File: config.mk
export PLATFORM = sky130hd
export DESIGN_NAME = dart_field_flat
export DESIGN_NICKNAME = d
export VERILOG_FILES = /design/src/rtl/dart_field_if.sv /design/src/rtl/dart_field.sv /design/src/flat_wrapper.sv
export SDC_FILE = /design/constraint.sdc
export NUM_CORES = 1
export LEC_CHECK = 0
export ABC_AREA = 1
export ABC_CLOCK_PERIOD_IN_PS = 2060
export BUFFER_PORTS_ARGS = -buffer_cell sky130_fd_sc_hd__buf_2
export CAP_MARGIN = 15
export CORE_UTILIZATION = 30
export DETAILED_ROUTE_END_ITERATION = 16
export PLACE_DENSITY = 0.53
export SLEW_MARGIN = 5
export SYNTH_ARGS = -nofsm -noshare
export SYNTH_HDL_FRONTEND = slang
export SYNTH_SLANG_ARGS = --single-unit
File: constraint.sdc
create_clock -name frameClock -period 2.06 [get_ports frameClock]
set_input_delay 0 -clock frameClock [delete_from_list [all_inputs] [get_ports frameClock]]
set_output_delay 0 -clock frameClock [all_outputs]
set_load 0.02 [all_outputs]
File: src/rtl/dart_field_if.sv
// Bus bundle between dart_field and its neighbours: character position and
// forced-spawn controls in, dart heads and life/status flags out.
interface dart_field_if;
  logic [7:0]  iXchar;
  logic [6:0]  iYchar;
  logic        iSpawnEn;
  logic        iLoadEn;
  logic [14:0] iLoadYX;
  logic [1:0]  iLoadDir;
  logic [14:0] oYX0;
  logic [14:0] oYX1;
  logic [14:0] oYX2;
  logic [14:0] oYX3;
  logic [3:0]  oActive;
  logic        oHit;
  logic [2:0]  oLives;
  logic        oGameOver;

  modport slave (
    input  iXchar, iYchar, iSpawnEn, iLoadEn, iLoadYX, iLoadDir,
    output oYX0, oYX1, oYX2, oYX3, oActive, oHit, oLives, oGameOver
  );

  modport master (
    output iXchar, iYchar, iSpawnEn, iLoadEn, iLoadYX, iLoadDir,
    input  oYX0, oYX1, oYX2, oYX3, oActive, oHit, oLives, oGameOver
  );
endinterface

File: src/rtl/dart_field.sv
// Per-frame dart engine: four diagonal dart slots that spawn (forced or
// LFSR-driven), step one pixel per frame, despawn at the screen border and
// cost the player one life per frame in which any of them touches the
// character hitbox. Everything freezes once the lives run out.
module dart_field #(
  parameter int          SPAWN_PERIOD = 8,
  parameter int          LIVES        = 3,
  parameter int          CHAR_W       = 7,
  parameter int          CHAR_H       = 8,
  parameter logic [15:0] LFSR_SEED    = 16'hACE1
) (
  input  logic        frameClock,
  input  logic        iResetn,
  dart_field_if.slave bus
);

  localparam int          CW         = (SPAWN_PERIOD > 1) ? $clog2(SPAWN_PERIOD) : 1;
  localparam logic [CW-1:0] CNT_RELOAD = CW'(SPAWN_PERIOD - 1);
  localparam logic [2:0]  LIVES_INIT = 3'(LIVES);
  localparam logic [8:0]  W_OFF      = 9'(CHAR_W - 1);
  localparam logic [8:0]  H_OFF      = 9'(CHAR_H - 1);
  localparam logic [7:0]  X_MAX      = 8'd159;
  localparam logic [6:0]  Y_MAX      = 7'd119;

  logic [3:0]       act_q, act_d;
  logic [3:0][7:0]  x_q, x_d;
  logic [3:0][6:0]  y_q, y_d;
  logic [3:0][1:0]  dir_q, dir_d;   // {dySign, dxSign}, 1 = decrement
  logic [2:0]       lives_q, lives_d;
  logic             hit_q, hit_d;
  logic             go_q, go_d;
  logic [15:0]      lfsr_q, lfsr_d;
  logic [CW-1:0]    cnt_q, cnt_d;

  logic [3:0] hit_vec;
  logic [3:0] free_pre;
  logic [3:0] free_auto;
  logic       f_found, a_found;
  logic [1:0] f_idx, a_idx;
  logic [8:0] xc9, yc9, xs9, ys9;
  logic       desp;
  logic [6:0] ay;

  // Next-state: hit -> move/despawn -> forced spawn -> automatic spawn, all
  // from pre-edge values; game-over holds everything.
  always_comb begin
    act_d     = act_q;
    x_d       = x_q;
    y_d       = y_q;
    dir_d     = dir_q;
    lives_d   = lives_q;
    hit_d     = 1'b0;
    go_d      = go_q;
    lfsr_d    = lfsr_q;
    cnt_d     = cnt_q;
    hit_vec   = '0;
    free_pre  = ~act_q;
    free_auto = ~act_q;
    f_found   = 1'b0;
    a_found   = 1'b0;
    f_idx     = '0;
    a_idx     = '0;
    xc9       = {1'b0, bus.iXchar};
    yc9       = {2'b00, bus.iYchar};
    xs9       = '0;
    ys9       = '0;
    desp      = 1'b0;
    ay        = '0;

    if (!go_q) begin
      // 9-bit compares so iXchar+CHAR_W-1 cannot wrap past 255
      for (int i = 0; i < 4; i++) begin
        xs9 = {1'b0, x_q[i]};
        ys9 = {2'b00, y_q[i]};
        hit_vec[i] = act_q[i] && (xc9 <= xs9) && (xs9 <= xc9 + W_OFF)
                              && (yc9 <= ys9) && (ys9 <= yc9 + H_OFF);
      end

      for (int i = 0; i < 4; i++) begin
        if (act_q[i]) begin
          // out-of-range forced loads fall out on their first move
          desp = (x_q[i] > X_MAX) || (y_q[i] > Y_MAX)
              || (!dir_q[i][0] && x_q[i] == X_MAX) || (dir_q[i][0] && x_q[i] == 8'd0)
              || (!dir_q[i][1] && y_q[i] == Y_MAX) || (dir_q[i][1] && y_q[i] == 7'd0);
          if (hit_vec[i] || desp) begin
            act_d[i] = 1'b0;
          end else begin
            x_d[i] = dir_q[i][0] ? x_q[i] - 8'd1 : x_q[i] + 8'd1;
            y_d[i] = dir_q[i][1] ? y_q[i] - 7'd1 : y_q[i] + 7'd1;
          end
        end
      end

      // lowest pre-edge free slot; slots freed this edge stay out
      for (int i = 3; i >= 0; i--) begin
        if (free_pre[i]) begin
          f_found = 1'b1;
          f_idx   = 2'(i);
        end
      end
      if (bus.iLoadEn && f_found) begin
        act_d[f_idx]     = 1'b1;
        x_d[f_idx]       = bus.iLoadYX[7:0];
        y_d[f_idx]       = bus.iLoadYX[14:8];
        dir_d[f_idx]     = bus.iLoadDir;
        free_auto[f_idx] = 1'b0;
      end

      for (int i = 3; i >= 0; i--) begin
        if (free_auto[i]) begin
          a_found = 1'b1;
          a_idx   = 2'(i);
        end
      end
      ay = (lfsr_q[8:2] > Y_MAX) ? lfsr_q[8:2] - 7'd8 : lfsr_q[8:2];
      if (cnt_q == '0) begin
        cnt_d = CNT_RELOAD;
        if (bus.iSpawnEn && a_found) begin
          act_d[a_idx] = 1'b1;
          dir_d[a_idx] = lfsr_q[1:0];
          x_d[a_idx]   = lfsr_q[0] ? X_MAX : 8'd0;
          y_d[a_idx]   = ay;
        end
      end else begin
        cnt_d = cnt_q - CW'(1);
      end

      lfsr_d = {lfsr_q[14:0], lfsr_q[15] ^ lfsr_q[13] ^ lfsr_q[12] ^ lfsr_q[10]};

      // one life per frame no matter how many darts land
      if (|hit_vec) begin
        hit_d   = 1'b1;
        lives_d = lives_q - 3'd1;
        if (lives_q == 3'd1) go_d = 1'b1;
      end
    end
  end

  // State registers with immediate asynchronous reset.
  always_ff @(posedge frameClock or negedge iResetn) begin
    if (!iResetn) begin
      act_q   <= '0;
      x_q     <= '0;
      y_q     <= '0;
      dir_q   <= '0;
      lives_q <= LIVES_INIT;
      hit_q   <= 1'b0;
      go_q    <= 1'b0;
      lfsr_q  <= LFSR_SEED;
      cnt_q   <= CNT_RELOAD;
    end else begin
      act_q   <= act_d;
      x_q     <= x_d;
      y_q     <= y_d;
      dir_q   <= dir_d;
      lives_q <= lives_d;
      hit_q   <= hit_d;
      go_q    <= go_d;
      lfsr_q  <= lfsr_d;
      cnt_q   <= cnt_d;
    end
  end

  // Inactive slots show 7FFF so the compositor never matches them.
  always_comb begin
    bus.oYX0      = act_q[0] ? {y_q[0], x_q[0]} : 15'h7FFF;
    bus.oYX1      = act_q[1] ? {y_q[1], x_q[1]} : 15'h7FFF;
    bus.oYX2      = act_q[2] ? {y_q[2], x_q[2]} : 15'h7FFF;
    bus.oYX3      = act_q[3] ? {y_q[3], x_q[3]} : 15'h7FFF;
    bus.oActive   = act_q;
    bus.oHit      = hit_q;
    bus.oLives    = lives_q;
    bus.oGameOver = go_q;
  end

endmodule
File: src/flat_wrapper.sv
// flat-port wrapper written by rule: the top's interface ports become plain ports
module dart_field_flat 
#(
  parameter int          SPAWN_PERIOD = 8,
  parameter int          LIVES        = 3,
  parameter int          CHAR_W       = 7,
  parameter int          CHAR_H       = 8,
  parameter logic [15:0] LFSR_SEED    = 16'hACE1
)
  (frameClock, iResetn, bus_iXchar, bus_iYchar, bus_iSpawnEn, bus_iLoadEn, bus_iLoadYX, bus_iLoadDir, bus_oYX0, bus_oYX1, bus_oYX2, bus_oYX3, bus_oActive, bus_oHit, bus_oLives, bus_oGameOver);
  dart_field_if bus_i ();
  input  logic frameClock;
  input  logic iResetn;
  input wire logic [$bits(bus_i.iXchar)-1:0] bus_iXchar;
  input wire logic [$bits(bus_i.iYchar)-1:0] bus_iYchar;
  input wire logic [$bits(bus_i.iSpawnEn)-1:0] bus_iSpawnEn;
  input wire logic [$bits(bus_i.iLoadEn)-1:0] bus_iLoadEn;
  input wire logic [$bits(bus_i.iLoadYX)-1:0] bus_iLoadYX;
  input wire logic [$bits(bus_i.iLoadDir)-1:0] bus_iLoadDir;
  output wire logic [$bits(bus_i.oYX0)-1:0] bus_oYX0;
  output wire logic [$bits(bus_i.oYX1)-1:0] bus_oYX1;
  output wire logic [$bits(bus_i.oYX2)-1:0] bus_oYX2;
  output wire logic [$bits(bus_i.oYX3)-1:0] bus_oYX3;
  output wire logic [$bits(bus_i.oActive)-1:0] bus_oActive;
  output wire logic [$bits(bus_i.oHit)-1:0] bus_oHit;
  output wire logic [$bits(bus_i.oLives)-1:0] bus_oLives;
  output wire logic [$bits(bus_i.oGameOver)-1:0] bus_oGameOver;
  assign bus_i.iXchar = bus_iXchar;
  assign bus_i.iYchar = bus_iYchar;
  assign bus_i.iSpawnEn = bus_iSpawnEn;
  assign bus_i.iLoadEn = bus_iLoadEn;
  assign bus_i.iLoadYX = bus_iLoadYX;
  assign bus_i.iLoadDir = bus_iLoadDir;
  assign bus_oYX0 = bus_i.oYX0;
  assign bus_oYX1 = bus_i.oYX1;
  assign bus_oYX2 = bus_i.oYX2;
  assign bus_oYX3 = bus_i.oYX3;
  assign bus_oActive = bus_i.oActive;
  assign bus_oHit = bus_i.oHit;
  assign bus_oLives = bus_i.oLives;
  assign bus_oGameOver = bus_i.oGameOver;
  dart_field #(.SPAWN_PERIOD(SPAWN_PERIOD), .LIVES(LIVES), .CHAR_W(CHAR_W), .CHAR_H(CHAR_H), .LFSR_SEED(LFSR_SEED)) u_core (.frameClock(frameClock), .iResetn(iResetn), .bus(bus_i));
endmodule
==> metrics <==
area of the die=38,600 um2; die width=196 um; worst setup slack after placement=-0.720 ns; violated checks=setup timing; sequential fraction of the synthesis area=0.213; clock insertion delay at the later pin of the skew report=0.37 ns; clock-pin slew on the worst setup and hold paths=0.07 ns; status=finished, violations left; fill cell instance count of the final layout=3,734; power per standard cell area=297 nW/um2; number of buffers added by the clock tree synthesis step=9; actual slew at the worst max-slew pin=0.661 ns; maxcap violations=0; Final GP Congestion=0.926; area of all placed cells without fillers=16,800 um2; count of boundary I/O pins=105; post-route core utilization=0.456; setup violation total in the final timing report=69; Post-Synthesis Mean Instance Area=6.76 um2; minimum clock period after layout=2.30 ns; most frequent cells in the layout=334 x nand2_1, 284 x buf_4, 173 x inv_1, 153 x a21oi_1, 136 x ha_1; RSZ-0062 raised after global routing=yes; first-pass GRT wire length=68,800 um; top flip-flop cell by instance count after synthesis=dfrtp_1; layout overhead on the synthesized area=48.5%; count of inserted antenna diode cells=0; final count of pins violating max slew=0; sum of net half-perimeters after detailed placement=36,500 um; routed length per instance=17.9 um; cell repeated most along the worst path=nand2_4; area of the core region=36,900 um2; Mapped Cells=1,677; sum of internal, switching and leakage power=0.00500 W; initial antenna violation count=0; Post-Synthesis Net Count=1,890; most common library cell in the layout ignoring fill and taps=nand2_1; achievable frequency=434 MHz; relative slew slack=0.559; final-layout setup total negative slack=-9.71 ns; number of iterations in the first detailed-routing pass=5; total placed instance area=14,700 um2; skew final=0.0205 ns; class of the most critical hold timing path=input pin to flop; sum of overflow across all layers after global routing=0; iteration-0 DRC count of the detailed router=811; routed wire length=46,200 um; slowest library cell on the worst path=o31ai_1; async set-or-reset flop fraction in the synthesized netlist=1.00; CP max FO=6; total routing usage reported by global routing=0.232; vias in the first global route=12,300; H-tree lvl count=3; synth warn=0; post-synthesis instance area=11,300 um2; CP Data Required Time=2.34 ns; total of buffers placed on input and output ports=104; CTS max path bufs=2; final worst setup slack=-0.244 ns; nets@finish=2,277; post-detailed-route count of antenna-violating nets=0; Setup Crit Path Kind=input pin to flop; Die Height=196 um; data arrival time of the critical path=2.59 ns; effective utilization at floorplan=0.307; clock sinks=96; final worst path period share=1.12; via/cell ratio=5.08; cells along the critical path=buf_6 -> clkinvlp_4 -> ha_4 -> a21oi_4 -> buf_6 -> xnor2_4 -> buf_12 -> ha_4 -> nand4_1 -> o31ai_1 -> a21oi_2 -> nor2_4 -> nand2_4 -> buf_12 -> nand2_4 -> inv_4 -> nand2_4 -> nand2_4 -> xor2_1; register bit total from synthesis=96; worst voltage drop across the vdd grid=0.418 mV; kind of end point of the critical path=flop; number of standard-cell rows in the floorplan=70; Critical Path Max Stage Delay=0.30 ns; number of vias in the routed layout=13,100; clock tree root driver cell=clkbuf_16; clock tree from TritonCTS=built; distinct cell type count of the synthesized netlist=45; drt drc=0; fraction of final layout cells sized beyond drive strength 1=0.373; maximum number of pins on one net before global-route repair=43; sort of element at the start of the critical path=input pin; cell leakage power=8.38 nW; endpoints failing hold=0; number of enable flip-flop cells after synthesis=0
## metal layers
layer | global-route usage | vias to the layer above | part of all wire
li1 | - | 6384 | -
met1 | 0.309 | 6200 | 0.45
met2 | 0.381 | 400 | 0.47
met3 | 0.0246 | 86 | 0.046
met4 | 0.0940 | 0 | 0.038
met5 | 0 | - | 0
## cell usage after synthesis, types with 2 or more instances
cell type  instances  share of area
o22ai_1            5         0.0028
xor2_1            43          0.033
a22oi_1            4         0.0026
clkbuf_1          29         0.0096
xnor2_1           20          0.015
o211ai_1          16          0.011
buf_2              8         0.0035
o21bai_1           4         0.0026
buf_6              3         0.0030
o21ai_0           66          0.029
ha_1             169           0.19
nor2_1           100          0.033
nor4_1            12         0.0066
nand3b_1          13         0.0086
o21ai_1           39          0.017
o21a_1             6         0.0040
clkinv_1           6         0.0020
nor2_2             3         0.0017
nand2_4            2         0.0020
nand3_1          146          0.064
nand4_1           31          0.017
inv_2             13         0.0043
nand2_1          390           0.13
a21oi_2            3         0.0023
nor2_4             3         0.0030
inv_1            206          0.068
dfstp_2           13          0.030
o31ai_1            2         0.0013
nor3_1             8         0.0035
nand2_2            8         0.0044
or2_2              2         0.0011
buf_4              8         0.0053
buf_1              3        0.00099
dfrtp_1           83           0.18
fa_1               8          0.014
a21oi_1          193          0.085
## final timing paths
| path | start | to | slack [ns] | depth (start not counted) |
|---|---|---|---|---|
| setup reg to reg | u_core.y_q[8] | u_core.bus.oLives[0] | -0.22 | 13 |
| min in group asynchronous | iResetn | u_core.x_q[17] | 0.10 | 2 |
| max in group asynchronous | iResetn | u_core.lfsr_q[7] | 1.30 | 3 |
| hold reg to reg | u_core.lfsr_q[14] | u_core.lfsr_q[15] | 0.47 | 2 |
| setup / recovery | bus_iYchar[0] | u_core.bus.oLives[0] | -0.24 | 19 |
| hold / removal | bus_iLoadYX[6] | u_core.x_q[30] | 0.02 | 5 |
## worst max-delay path, delay by kind of cell
family / cells / cell delay, ns
AND/OR/NAND/NOR: 6 / 0.58
AO/OA/AOI/OAI: 3 / 0.60
XOR/XNOR: 2 / 0.27
adder cells (fa/ha/maj): 2 / 0.47
buffers and inverters: 6 / 0.64
## stage by stage
| step | std cells | hold WS, ns |
|---|---|---|
| 2_1_floorplan | 1677 | -0.296 |
| 3_3_place_gp | 2525 | -0.0476 |
| 3_5_place_dp | 2525 | -0.0389 |
| 4_1_cts | 2559 | 0.0132 |
| 5_1_grt | 2573 | 0.0528 |
| 6_report | 2573 | 0.0202 |
## sequential cells by signal, indices dropped and copies added, names as in the netlist
name	cells
u_core.bus.oActive	4
u_core.bus.oGameOver	1
u_core.lfsr_q	16
u_core.x_q	32
u_core.bus.oHit	1
u_core.y_q	28
u_core.cnt_q	3
u_core.dir_q	8
u_core.bus.oLives	3
## area by class of cell
type / instances / area, um2 / share of cell area
flip-flops and latches: 96 / 2430 / 0.145
repair buffers: 425 / 3220 / 0.192
clock inverters: 3 / 65.1 / 0.00387
clock buffers: 13 / 260 / 0.0155
well taps: 504 / 631 / 0.0375
multi-input cells: 1307 / 9360 / 0.556
inverters: 225 / 851 / 0.0506
## power by group
| part | internal, W | switching, W | total (W) | leakage [nW] |
|---|---|---|---|---|
| clock | 0.00113 | 0.000810 | 0.00194 | 0.160 |
| sequential | 0.00188 | 0 | 0.00188 | 0.993 |
| combinational | 0.000472 | 0.000696 | 0.00117 | 7.23 |
## logic make-up (layout without fill, tap and decap cells)
logic type               Yosys count  count (layout)  share of synthesized area
XOR/XNOR                          63              63                     0.0487
AND/OR/NAND/NOR                  722             724                      0.279
adder cells (fa/ha/maj)          177             177                      0.201
AO/OA/AOI/OAI                    343             343                      0.161
flip-flops                        96              96                      0.213
buffers and inverters            276             666                     0.0969
## repair_timing
action	4_1_cts	5_1_grt
gates resized for setup	121	222
hold endpoints to repair	79	0
hold buffers	1	0
pin swaps	38	138
buffers inserted	12	15
setup endpoints to repair	70	75
gates cloned	5	4
No activity file was read; power rests on OpenSTA's default activity.
